`src/rtl/mem_arb_pkg.sv`:
```
// mem_arb_pkg: shared state, grant encodings and default widths for the memory port arbiter
package mem_arb_pkg;
  typedef enum logic [1:0] {ARB_IDLE, ARB_IFETCH, ARB_DATA} arb_state_t;
  localparam logic GNT_IF = 1'b0;
  localparam logic GNT_DM = 1'b1;
  localparam int ADDR_W_DEF = 32;
  localparam int DATA_W_DEF = 32;
endpackage

```
`src/rtl/mem_port_arbiter.sv`:
```
// mem_port_arbiter: round-robin sharing of one single-ported memory between fetch and data stages
module mem_port_arbiter
  import mem_arb_pkg::*;
#(
  parameter int ADDR_W = ADDR_W_DEF,
  parameter int DATA_W = DATA_W_DEF
) (
  input  logic              clk,
  input  logic              rst,
  input  logic              if_req,
  input  logic [ADDR_W-1:0] if_addr,
  output logic [DATA_W-1:0] if_rdata,
  output logic              if_ready,
  input  logic              dm_rd,
  input  logic              dm_wr,
  input  logic [ADDR_W-1:0] dm_addr,
  input  logic [DATA_W-1:0] dm_wdata,
  output logic [DATA_W-1:0] dm_rdata,
  output logic              dm_ready,
  output logic              stall_if,
  output logic              stall_mem,
  output logic              mem_req,
  output logic              mem_we,
  output logic [ADDR_W-1:0] mem_addr,
  output logic [DATA_W-1:0] mem_wdata,
  input  logic [DATA_W-1:0] mem_rdata,
  input  logic              mem_ack
);
  arb_state_t state;
  logic last_gnt, dm_pend, gnt_dm;
  assign dm_pend = dm_rd | dm_wr;
  // data wins when it is the only requester or when fetch was served last
  assign gnt_dm = dm_pend & (~if_req | last_gnt == GNT_IF);
  assign if_ready = ~rst & mem_ack & state == ARB_IFETCH;
  assign dm_ready = ~rst & mem_ack & state == ARB_DATA;
  assign stall_if = if_req & ~if_ready;
  assign stall_mem = dm_pend & ~dm_ready;
  always_ff @(posedge clk or posedge rst) begin
    if (rst) begin
      state <= ARB_IDLE;
      last_gnt <= GNT_IF;
      mem_req <= 1'b0;
      mem_we <= 1'b0;
      mem_addr <= '0;
      mem_wdata <= '0;
      if_rdata <= '0;
      dm_rdata <= '0;
    end else begin
      case (state)
        ARB_IDLE: if (if_req | dm_pend) begin
          state <= gnt_dm ? ARB_DATA : ARB_IFETCH;
          last_gnt <= gnt_dm ? GNT_DM : GNT_IF;
          mem_req <= 1'b1;
          mem_we <= gnt_dm & dm_wr;
          mem_addr <= gnt_dm ? dm_addr : if_addr;
          mem_wdata <= gnt_dm ? dm_wdata : mem_wdata;
        end
        ARB_IFETCH: if (mem_ack) begin
          if_rdata <= mem_rdata;
          mem_req <= 1'b0;
          state <= ARB_IDLE;
        end
        ARB_DATA: if (mem_ack) begin
          dm_rdata <= mem_we ? dm_rdata : mem_rdata;
          mem_req <= 1'b0;
          state <= ARB_IDLE;
        end
        default: state <= ARB_IDLE;
      endcase
    end
  end
endmodule

```
`config.mk`:
```
export PLATFORM = sky130hd
export DESIGN_NAME = mem_port_arbiter
export DESIGN_NICKNAME = d
export VERILOG_FILES = /design/src/rtl/mem_arb_pkg.sv /design/src/rtl/mem_port_arbiter.sv
export SDC_FILE = /design/constraint.sdc
export NUM_CORES = 1
export LEC_CHECK = 0
export BUFFER_PORTS_ARGS = -buffer_cell sky130_fd_sc_hd__buf_2
export CAP_MARGIN = 20
export CORE_MARGIN = 3
export CORE_UTILIZATION = 34
export CTS_CLUSTER_SIZE = 20
export DETAILED_ROUTE_END_ITERATION = 8
export GPL_TIMING_DRIVEN = 0
export SLEW_MARGIN = 30
export SYNTH_ARGS = -nofsm -noshare
export SYNTH_HDL_FRONTEND = slang
export SYNTH_SLANG_ARGS = --single-unit
export TNS_END_PERCENT = 20
```
`constraint.sdc`:
```
create_clock -name clk -period 5.35 [get_ports clk]
set_input_delay 0.8025 -clock clk [delete_from_list [all_inputs] [get_ports clk]]
set_output_delay 0.8025 -clock clk [all_outputs]
set_load 0.1 [all_outputs]
```
==> summary.txt, run 1 <==
Run status
  • Status: finished clean

Critical path
  • Crit. Startpoint: rst
  • CP Cell Sequence: buf_2 > clkinvlp_4 > buf_12 > buf_12 > and3_2 > nor2_2 > buf_2
  • Reg2reg start: state[1]$_DFFE_PP0P_
  • R2R Path End: if_rdata[2]$_DFFE_PP0P_
  • Critical path endpoint: stall_mem
  • R2r setup slk: 3650 ps
  • Critical path class: input port to primary output
  • Critical path buffers and inverters: 5
  • Critical Path AT: 2660 ps
  • Worst path required time: 4550 ps
  • Critical path endpoint category: primary output
  • Slowest stage cell, crit path: buf_2
  • Crit start category: input port
  • Critical Path Stages: 7
  • Crit path max-delay family: buffers and inverters
  • Slowest stage delay, CP: 440 ps
  • CP max FO: 29
  • R2r worst-path depth: 5

Flow run
  • Max-cap violations: 0

Detailed routing
  • Routed wire length: 14.1 mm
  • Routed wire per std cell: 15.8 um
  • Vias/cell: 4.56
  • DRC violations left: 0
  • ANT nets after route: 0
  • First drt pass iteration count: 4
  • DRT iter0 DRCs: 131
  • Vias: 4,042

Timing
  • Relative slew slack: 65.3%
  • Slew @ Worst Pin: 525 ps
  • Slew Limit Fails: 0
  • Setup WS post-layout: 1890 ps
  • Final Setup Violations: 0
  • RSZ-0062 raised after global routing: no
  • Final Skew: 6.87 ps
  • Crit path time final: 3460 ps
  • Hold Violations, Final: 0
  • Setup_tns: 0 ps
  • Fmax achieved: 289 MHz
  • Final Cycle Share: 64.6%

CTS
  • Num CTS Buffers: 17
  • Postcts setup bufs: 0
  • CTS tree: done
  • Max Root-Sink Buffers: 2
  • Clock sink count: 133
  • Clk pin slew, worst setup/hold paths: 60 ps
  • H-tree Lvls: 4
  • Clock Latency Late Sink: 410 ps
  • Root Buffer: clkbuf_16
  • PostCTS Resize Cnt: 0
  • Post-CTS Hold Fix Bufs: 0

Final layout
  • Final instance area: 7730 sq um
  • Most frequent cells in the layout: buf_2 (277), dfrtp_1 (133), mux2_2 (68)
  • Antenna Cells: 0
  • Ratio of cells with drive above 1 in the final layout: 62.1%
  • Final Util: 50.1%
  • Most common cell after layout, fill and taps aside: buf_2
  • NumNets Final: 801
  • P&R area growth vs syn: 41.7%

Synth
  • Yosys cell types: 28
  • Synth Area in Compound Gates: 4.47%
  • Mux cell area share after synthesis: 27.6%
  • Syn_nets: 511
  • Largest family of logic cells by synthesized area: multiplexers
  • Synth area leaders: dfrtp_1 (61%), mux2_2 (14%), mux2_4 (7.7%), mux2i_1 (5.9%), o21ai_0 (2.8%)
  • Yosys top cell area share: 61.0%
  • Largest area contributor in the netlist: dfrtp_1
  • Syn avg cell area: 14.6 sq um
  • Simple-Gate Fraction of Synth Area: 3.58%
  • Warnings from Yosys: 0
  • Syn Std Cell Area: 5450 sq um
  • Post-Synth XOR/XNOR Area: 0%
  • #FFs+latches synth: 133
  • Synth Area in Adders: 0.918%
  • Cells after synthesis: 373
  • Sequential area share after synthesis: 61.0%

Placement
  • HPWL after detailed placement: 11.2 mm
  • Dpl cell area: 7140 sq um
  • Setup slack after placement: 1840 ps
  • Routability congestion estimate: 0.765
  • PortBufs: 267

Global routing
  • Largest net degree at the start of global routing: 32
  • Initial antenna violation count: 1
  • Gr ovfl total: 0
  • Vias in the first global route: 4,267
  • First-pass GRT wire length: 22.2 mm
  • Gr usage total: 16.1%

Die
  • DIE WIDTH: 133 um
  • # IOs: 268
  • CORE AREA: 15,400 sq um
  • Cell row count: 45
  • Die H: 133 um
  • Die area: 17,600 sq um
  • Initial core utilization: 35.3%

Worst hold path
  • Worst Hold Class: input port to asynchronous set/reset pin
## routing by layer
layer  up-vias  wire (um)  part of all wire, %  track usage [%]
met3        13       1020                  7.2             5.29
met5         -         20                 0.14                0
met1      1961       5990                   43             19.6
met2       165       6870                   49             26.7
li1       1901          -                    -                -
met4         2        154                  1.1             5.77
## sequential cells by signal (all words and copies together) (netlist names)
register	flops
if_rdata	32
state	2
mem_req	1
mem_we	1
mem_addr	32
dm_rdata	32
last_gnt	1
mem_wdata	32
## area by class of cell
| cell class | count | area, sq um |
|---|---|---|
| buffer | 19 | 118 |
| clock buffer | 22 | 464 |
| clock inverter | 10 | 123 |
| fill | 1448 | 7700 |
| inverter | 3 | 15.0 |
| multi-input combinational | 218 | 2000 |
| sequential | 133 | 3330 |
| tap | 211 | 264 |
| timing repair buffer | 271 | 1420 |
## stage by stage
step / hold WS (ps) / std cells
global placement: 460 / 851
finish: 440 / 887
global route: 450 / 887
CTS: 427 / 887
detailed placement: 465 / 855
floorplan: 505 / 373
## worst register-to-register path, cell delays in order (launching register included)
cell and delay [ps]:
dfrtp_1 400, inv_1 80, ha_1 180, nand2_1 220, buf_2 340, mux2_2 370
## cells in the mapped netlist
cell type and number:
o2bb2ai_1 1, and3_1 1, o31ai_1 2, dfrtp_1 133, clkbuf_1 3, nor2_1 3, o21ai_0 30, nand2_2 1
a2bb2oi_2 1, buf_4 3, buf_6 3, o2bb2ai_2 1, nor4b_1 1, o31ai_2 1, nand2_1 35, nor3_1 1
or2_2 1, inv_1 3, mux2_2 68, ha_1 4, nor2b_1 2, o21ai_1 2, a32o_1 1, nand3b_1 1
a21o_1 1, mux2i_1 32, buf_2 10, mux2_4 28
## worst min-delay path by stage
| stage | slack, ps | startpoint | to |
|---|---|---|---|
| 2_1_floorplan | 510 | last_gnt$_DFFE_PP0P_ | last_gnt$_DFFE_PP0P_ |
| 3_3_place_gp | 460 | mem_addr[2]$_DFFE_PP0P_ | mem_addr[2]$_DFFE_PP0P_ |
| 3_5_place_dp | 460 | mem_addr[22]$_DFFE_PP0P_ | mem_addr[22]$_DFFE_PP0P_ |
| 4_1_cts | 430 | rst | if_rdata[30]$_DFFE_PP0P_ |
| 5_1_grt | 450 | rst | dm_rdata[2]$_DFFE_PP0P_ |
| 6_report | 440 | rst | if_rdata[30]$_DFFE_PP0P_ |
## logic make-up after synthesis
family | Yosys count
AOI/OAI and AO/OA | 40
adders and majority gates | 4
buffers and inverters | 22
DFF | 133
muxes | 128
and+or+nand+nor | 46
Power of run 1 is left out: the tool's default activity adds up to more than one toggle a clock period on the data nets, which glitch-free logic cannot reach.
==> run 2, diff against run 1 <==
clock period = 3.4 ns   (was 5.35 ns; I/O delays follow)
==> summary.txt, run 2 (synthesized netlist as in run 1, its figures left out) <==
Run status
  • Status: finished clean

Timing
  • Final Cycle Share: 83.6%
  • Slew @ Worst Pin: 518 ps
  • Hold Violations, Final: 0
  • Slew Limit Fails: 0
  • Final Skew: 4.35 ps
  • Final Setup Violations: 0
  • Crit path time final: 2840 ps
  • RSZ-0062 raised after global routing: no
  • Setup WS post-layout: 559 ps
  • Relative slew slack: 65.4%
  • Fmax achieved: 352 MHz

Global routing
  • Vias in the first global route: 4,326
  • Gr ovfl total: 0
  • Initial antenna violation count: 0
  • Largest net degree at the start of global routing: 31
  • Gr usage total: 16.6%
  • First-pass GRT wire length: 23.1 mm

Final layout
  • Ratio of cells with drive above 1 in the final layout: 62.2%
  • P&R area growth vs syn: 43.1%
  • NumNets Final: 802
  • Antenna Cells: 0
  • Final Non-Filler Cells: 886
  • Fillers: 1,413
  • Most common cell after layout, fill and taps aside: buf_2
  • Most frequent cells in the layout: buf_2 (277), dfrtp_1 (133), mux2_2 (68)
  • Final Util: 50.6%
  • Sequential Area: 3330 sq um
  • Footprint of the multi-input gates: 2000 sq um

Placement
  • PortBufs: 267
  • Placed insts: 856
  • Setup slack after placement: 504 ps
  • HPWL after detailed placement: 11.2 mm
  • Routability congestion estimate: 0.758

CTS
  • CTS tree: done
  • Clk pin slew, worst setup/hold paths: 60 ps
  • H-tree Lvls: 4
  • Root Buffer: clkbuf_16
  • Postcts setup bufs: 0
  • Post-CTS Hold Fix Bufs: 0
  • Max Root-Sink Buffers: 2
  • Clock Latency Late Sink: 410 ps
  • Num CTS Buffers: 17
  • PostCTS Resize Cnt: 0
  • Clock sink count: 133

Die
  • Die area: 17,600 sq um
  • Cell row count: 45
  • DIE WIDTH: 133 um
  • Initial core utilization: 35.3%
  • Die H: 133 um
  • # IOs: 268
  • CORE AREA: 15,400 sq um

Detailed routing
  • Routed wire per std cell: 16.0 um
  • ANT nets after route: 0
  • Vias/cell: 4.59
  • Routed wire length: 14.2 mm
  • Vias: 4,068
  • DRC violations left: 0
  • DRT iter0 DRCs: 85
  • First drt pass iteration count: 6

Critical path
  • Worst path required time: 2890 ps
  • CP max FO: 29
  • Critical path endpoint category: primary output
  • Crit start category: input port
  • R2R Path End: dm_rdata[18]$_DFFE_PP0P_
  • R2r worst-path depth: 5
  • Reg2reg start: state[0]$_DFFE_PP0P_
  • Critical path class: input port to primary output
  • R2r setup slk: 1690 ps
  • Critical Path AT: 2330 ps

Flow run
  • Max-cap violations: 0

Worst hold path
  • Worst Hold Class: input port to asynchronous set/reset pin
run 2: cell count changes in the layout (fill, tap and decap cells not counted), moves of 2 or more:
cell        before  now
buf_16           0    3
inv_6            2    0
clkinv_2         1    3
clkinvlp_4       4    1
bufinv_16        2    4
buf_12           4    2
run 2: worst max-delay path by stage:
stage | from | to | slack, ps
after floorplan | rst | stall_mem | -920
after global placement | rst | stall_mem | -1590
after global routing | rst | stall_mem | 370
after CTS | rst | stall_mem | 500
final | rst | stall_mem | 560
after detailed placement | rst | stall_mem | 500
run 2: metal layers:
layer	share of wire, %	up-vias	track usage [%]
li1	-	1890	-
met1	43	1978	20.6
met2	48	180	26.8
met3	7.8	20	5.82
met4	1.7	0	6.18
met5	0	-	0
run 2: worst max-delay path, cell delays in order:
cell,delay [ps]
buf_2,110
clkinvlp_4,430
buf_16,350
buf_12,180
and3_2,220
nor2_4,70
buf_2,440
run 2: through the flow:
| stage | cell area [sq um] | TNS, ps | hold slack, ps |
|---|---|---|---|
| 3_3_place_gp | 7070 | -2980 | 465 |
| 6_report | 7800 | 0 | 151 |
| 3_5_place_dp | 7190 | 0 | 465 |
| 5_1_grt | 7800 | 0 | 165 |
| 4_1_cts | 7800 | 0 | 137 |
| 2_1_floorplan | 5470 | -1320 | 505 |
run 2: cell type report:
type	count	share of cell area, %
Clock inverter	9	1.96
Timing Repair Buffer	272	18.7
Multi-Input combinational cell	218	25.7
Buffer	19	1.51
Tap cell	211	3.38
Inverter	3	0.192
Sequential cell	133	42.7
Clock buffer	21	5.90
Power of run 2 is left out for the same reason.
==> run 3, diff against run 2 <==
ABC_AREA = 1   (was not set)
clock period = 2.8 ns   (was 3.4 ns; I/O delays follow)
==> summary.txt, run 3 <==
Run status
  • Status: finished clean

CTS
  • Clock Latency Late Sink: 410 ps
  • Postcts setup bufs: 0
  • H-tree Lvls: 4
  • Root Buffer: clkbuf_16
  • Num CTS Buffers: 17
  • Clock sink count: 133
  • Post-CTS Hold Fix Bufs: 0
  • CTS tree: done
  • Max Root-Sink Buffers: 2
  • PostCTS Resize Cnt: 0
  • Clk pin slew, worst setup/hold paths: 60 ps

Synth
  • #FFs+latches synth: 133
  • Synth Area in Adders: 0.873%
  • Yosys top cell area share: 58.1%
  • Synth area leaders: dfrtp_1 (58%), nand2_1 (13%), o21ai_0 (7.4%), inv_1 (6.9%), nand3b_1 (4.2%)
  • Largest area contributor in the netlist: dfrtp_1
  • Primary FF master, synth: dfrtp_1
  • Cells after synthesis: 660
  • Warnings from Yosys: 0
  • Post-Synth XOR/XNOR Area: 0%
  • Simple-Gate Fraction of Synth Area: 21.6%
  • Mux cell area share after synthesis: 0%
  • Sequential area share after synthesis: 58.1%
  • EDFF count, synth: 0
  • Synth Area in Compound Gates: 8.91%
  • Fraction of registers with async set/reset: 100%
  • Dominant cell by count in the synthesized netlist: nand2_1
  • Syn_nets: 798
  • Synth cell count leaders: nand2_1 (205), dfrtp_1 (133), inv_1 (105)
  • Yosys cell types: 20
  • Syn Std Cell Area: 5730 sq um
  • Largest family of logic cells by synthesized area: simple AND/OR/NAND/NOR gates
  • Syn avg cell area: 8.68 sq um

Detailed routing
  • First drt pass iteration count: 4
  • Routed wire per std cell: 14.5 um
  • Vias/cell: 4.45
  • ANT nets after route: 0
  • DRT iter0 DRCs: 197
  • DRC violations left: 0
  • Routed wire length: 17.1 mm
  • Vias: 5,255

Critical path
  • Slowest stage cell, crit path: buf_2
  • Crit path max-delay family: buffers and inverters
  • R2r setup slk: 1140 ps
  • R2r worst-path depth: 7
  • Critical path class: flip-flop to primary output
  • CP Cell Sequence: inv_1 > ha_1 > nand2_1 > buf_2 > nor2_1 > nor2_1 > buf_2
  • Critical Path AT: 2020 ps
  • CP max FO: 10
  • Reg2reg start: state[1]$_DFFE_PP0P_
  • Worst path required time: 2380 ps
  • Crit start category: flip-flop
  • R2R Path End: if_rdata[10]$_DFFE_PP0P_
  • Critical path buffers and inverters: 3
  • Slowest stage delay, CP: 420 ps
  • Critical path endpoint category: primary output

Die
  • Die area: 18,400 sq um
  • Die H: 136 um
  • Initial core utilization: 35.4%
  • CORE AREA: 16,200 sq um
  • # IOs: 268
  • DIE WIDTH: 136 um
  • Cell row count: 46

Placement
  • Routability congestion estimate: 0.760
  • PortBufs: 267
  • Placed insts: 1,148
  • HPWL after detailed placement: 13.1 mm

Timing
  • Slew Limit Fails: 0
  • Hold Violations, Final: 0
  • Slew @ Worst Pin: 524 ps
  • Fmax achieved: 410 MHz
  • Relative slew slack: 65.3%
  • RSZ-0062 raised after global routing: no
  • Final Skew: 5.65 ps
  • Final Setup Violations: 0
  • Final Cycle Share: 87.1%
  • Crit path time final: 2440 ps

Global routing
  • Gr usage total: 18.4%
  • Initial antenna violation count: 1
  • Gr ovfl total: 0
  • First-pass GRT wire length: 26.6 mm
  • Largest net degree at the start of global routing: 28
  • Vias in the first global route: 5,132

Final layout
  • Fillers: 1,619
  • NumNets Final: 1,089
  • Final Non-Filler Cells: 1,180
  • Most frequent cells in the layout: buf_2 (281), nand2_1 (205), dfrtp_1 (133)
  • P&R area growth vs syn: 40.5%
  • Most common cell after layout, fill and taps aside: buf_2
  • Antenna Cells: 0
  • Ratio of cells with drive above 1 in the final layout: 34.5%

Flow run
  • Max-cap violations: 0

Worst hold path
  • Worst Hold Class: input port to asynchronous set/reset pin
[run 3: cell count changes after synthesis, sizes merged, moves of 31 or more]
cell,previous run,this run
nand3,0,36
nand2,36,207
mux2,96,0
inv,3,105
nand3b,1,32
mux2i,32,0
o21ai,32,99
[run 3: logic make-up after synthesis]
| family | count (synthesis) |
|---|---|
| buffers and inverters | 141 |
| DFF | 133 |
| AOI/OAI and AO/OA | 100 |
| adders and majority gates | 4 |
| and+or+nand+nor | 282 |
[run 3: per-stage QoR]
stage	util (%)	setup TNS, ps	setup slack [ps]	hold WS (ps)	cell area [sq um]
2_1_floorplan	-	-1160	-648	462	5730
3_3_place_gp	45.4	-36860	-287	460	7340
3_5_place_dp	46.1	0	734	453	7450
4_1_cts	49.8	0	279	7.62	8050
5_1_grt	49.8	0	198	26.3	8050
6_report	49.8	0	362	17.1	8050
[run 3: layer usage]
metal,part of all wire [%],vias to the layer above,track usage (%),wire [um]
met4,1.2,2,5.66,207
met2,46,197,29.5,7910
li1,-,2625,-,-
met5,0.076,-,0,13
met3,9.6,13,6.22,1630
met1,43,2418,23.6,7290
[run 3: cell type report]
cell class	instances	area (sq um)	share of cell area (%)
Multi-Input combinational cell	386	1800	22.3
Buffer	36	209	2.59
Clock inverter	15	180	2.24
Inverter	105	398	4.94
Timing Repair Buffer	272	1440	17.9
Clock buffer	17	425	5.28
Sequential cell	133	3330	41.3
Tap cell	216	270	3.36
[run 3: worst max-delay path by stage]
| stage | end | slack (ps) | cells after the start | startpoint |
|---|---|---|---|---|
| floorplan | stall_if | -650 | 6 | state[1]$_DFFE_PP0P_ |
| global placement | dm_rdata[1]$_DFFE_PP0P_ | -290 | 2 | rst |
| detailed placement | if_ready | 730 | 6 | state[1]$_DFFE_PP0P_ |
| CTS | stall_if | 280 | 7 | state[1]$_DFFE_PP0P_ |
| global route | stall_if | 200 | 7 | state[1]$_DFFE_PP0P_ |
| finish | stall_if | 360 | 7 | state[1]$_DFFE_PP0P_ |
[run 3: worst register-to-register path, stage by stage (launching register included)]
cell and delay [ps]:
dfrtp_1 390, inv_1 80, ha_1 170, nand2_1 80
buf_2 250, clkbuf_1 410, nand2_1 80, o21ai_0 100
Power of run 3 is left out for the same reason.
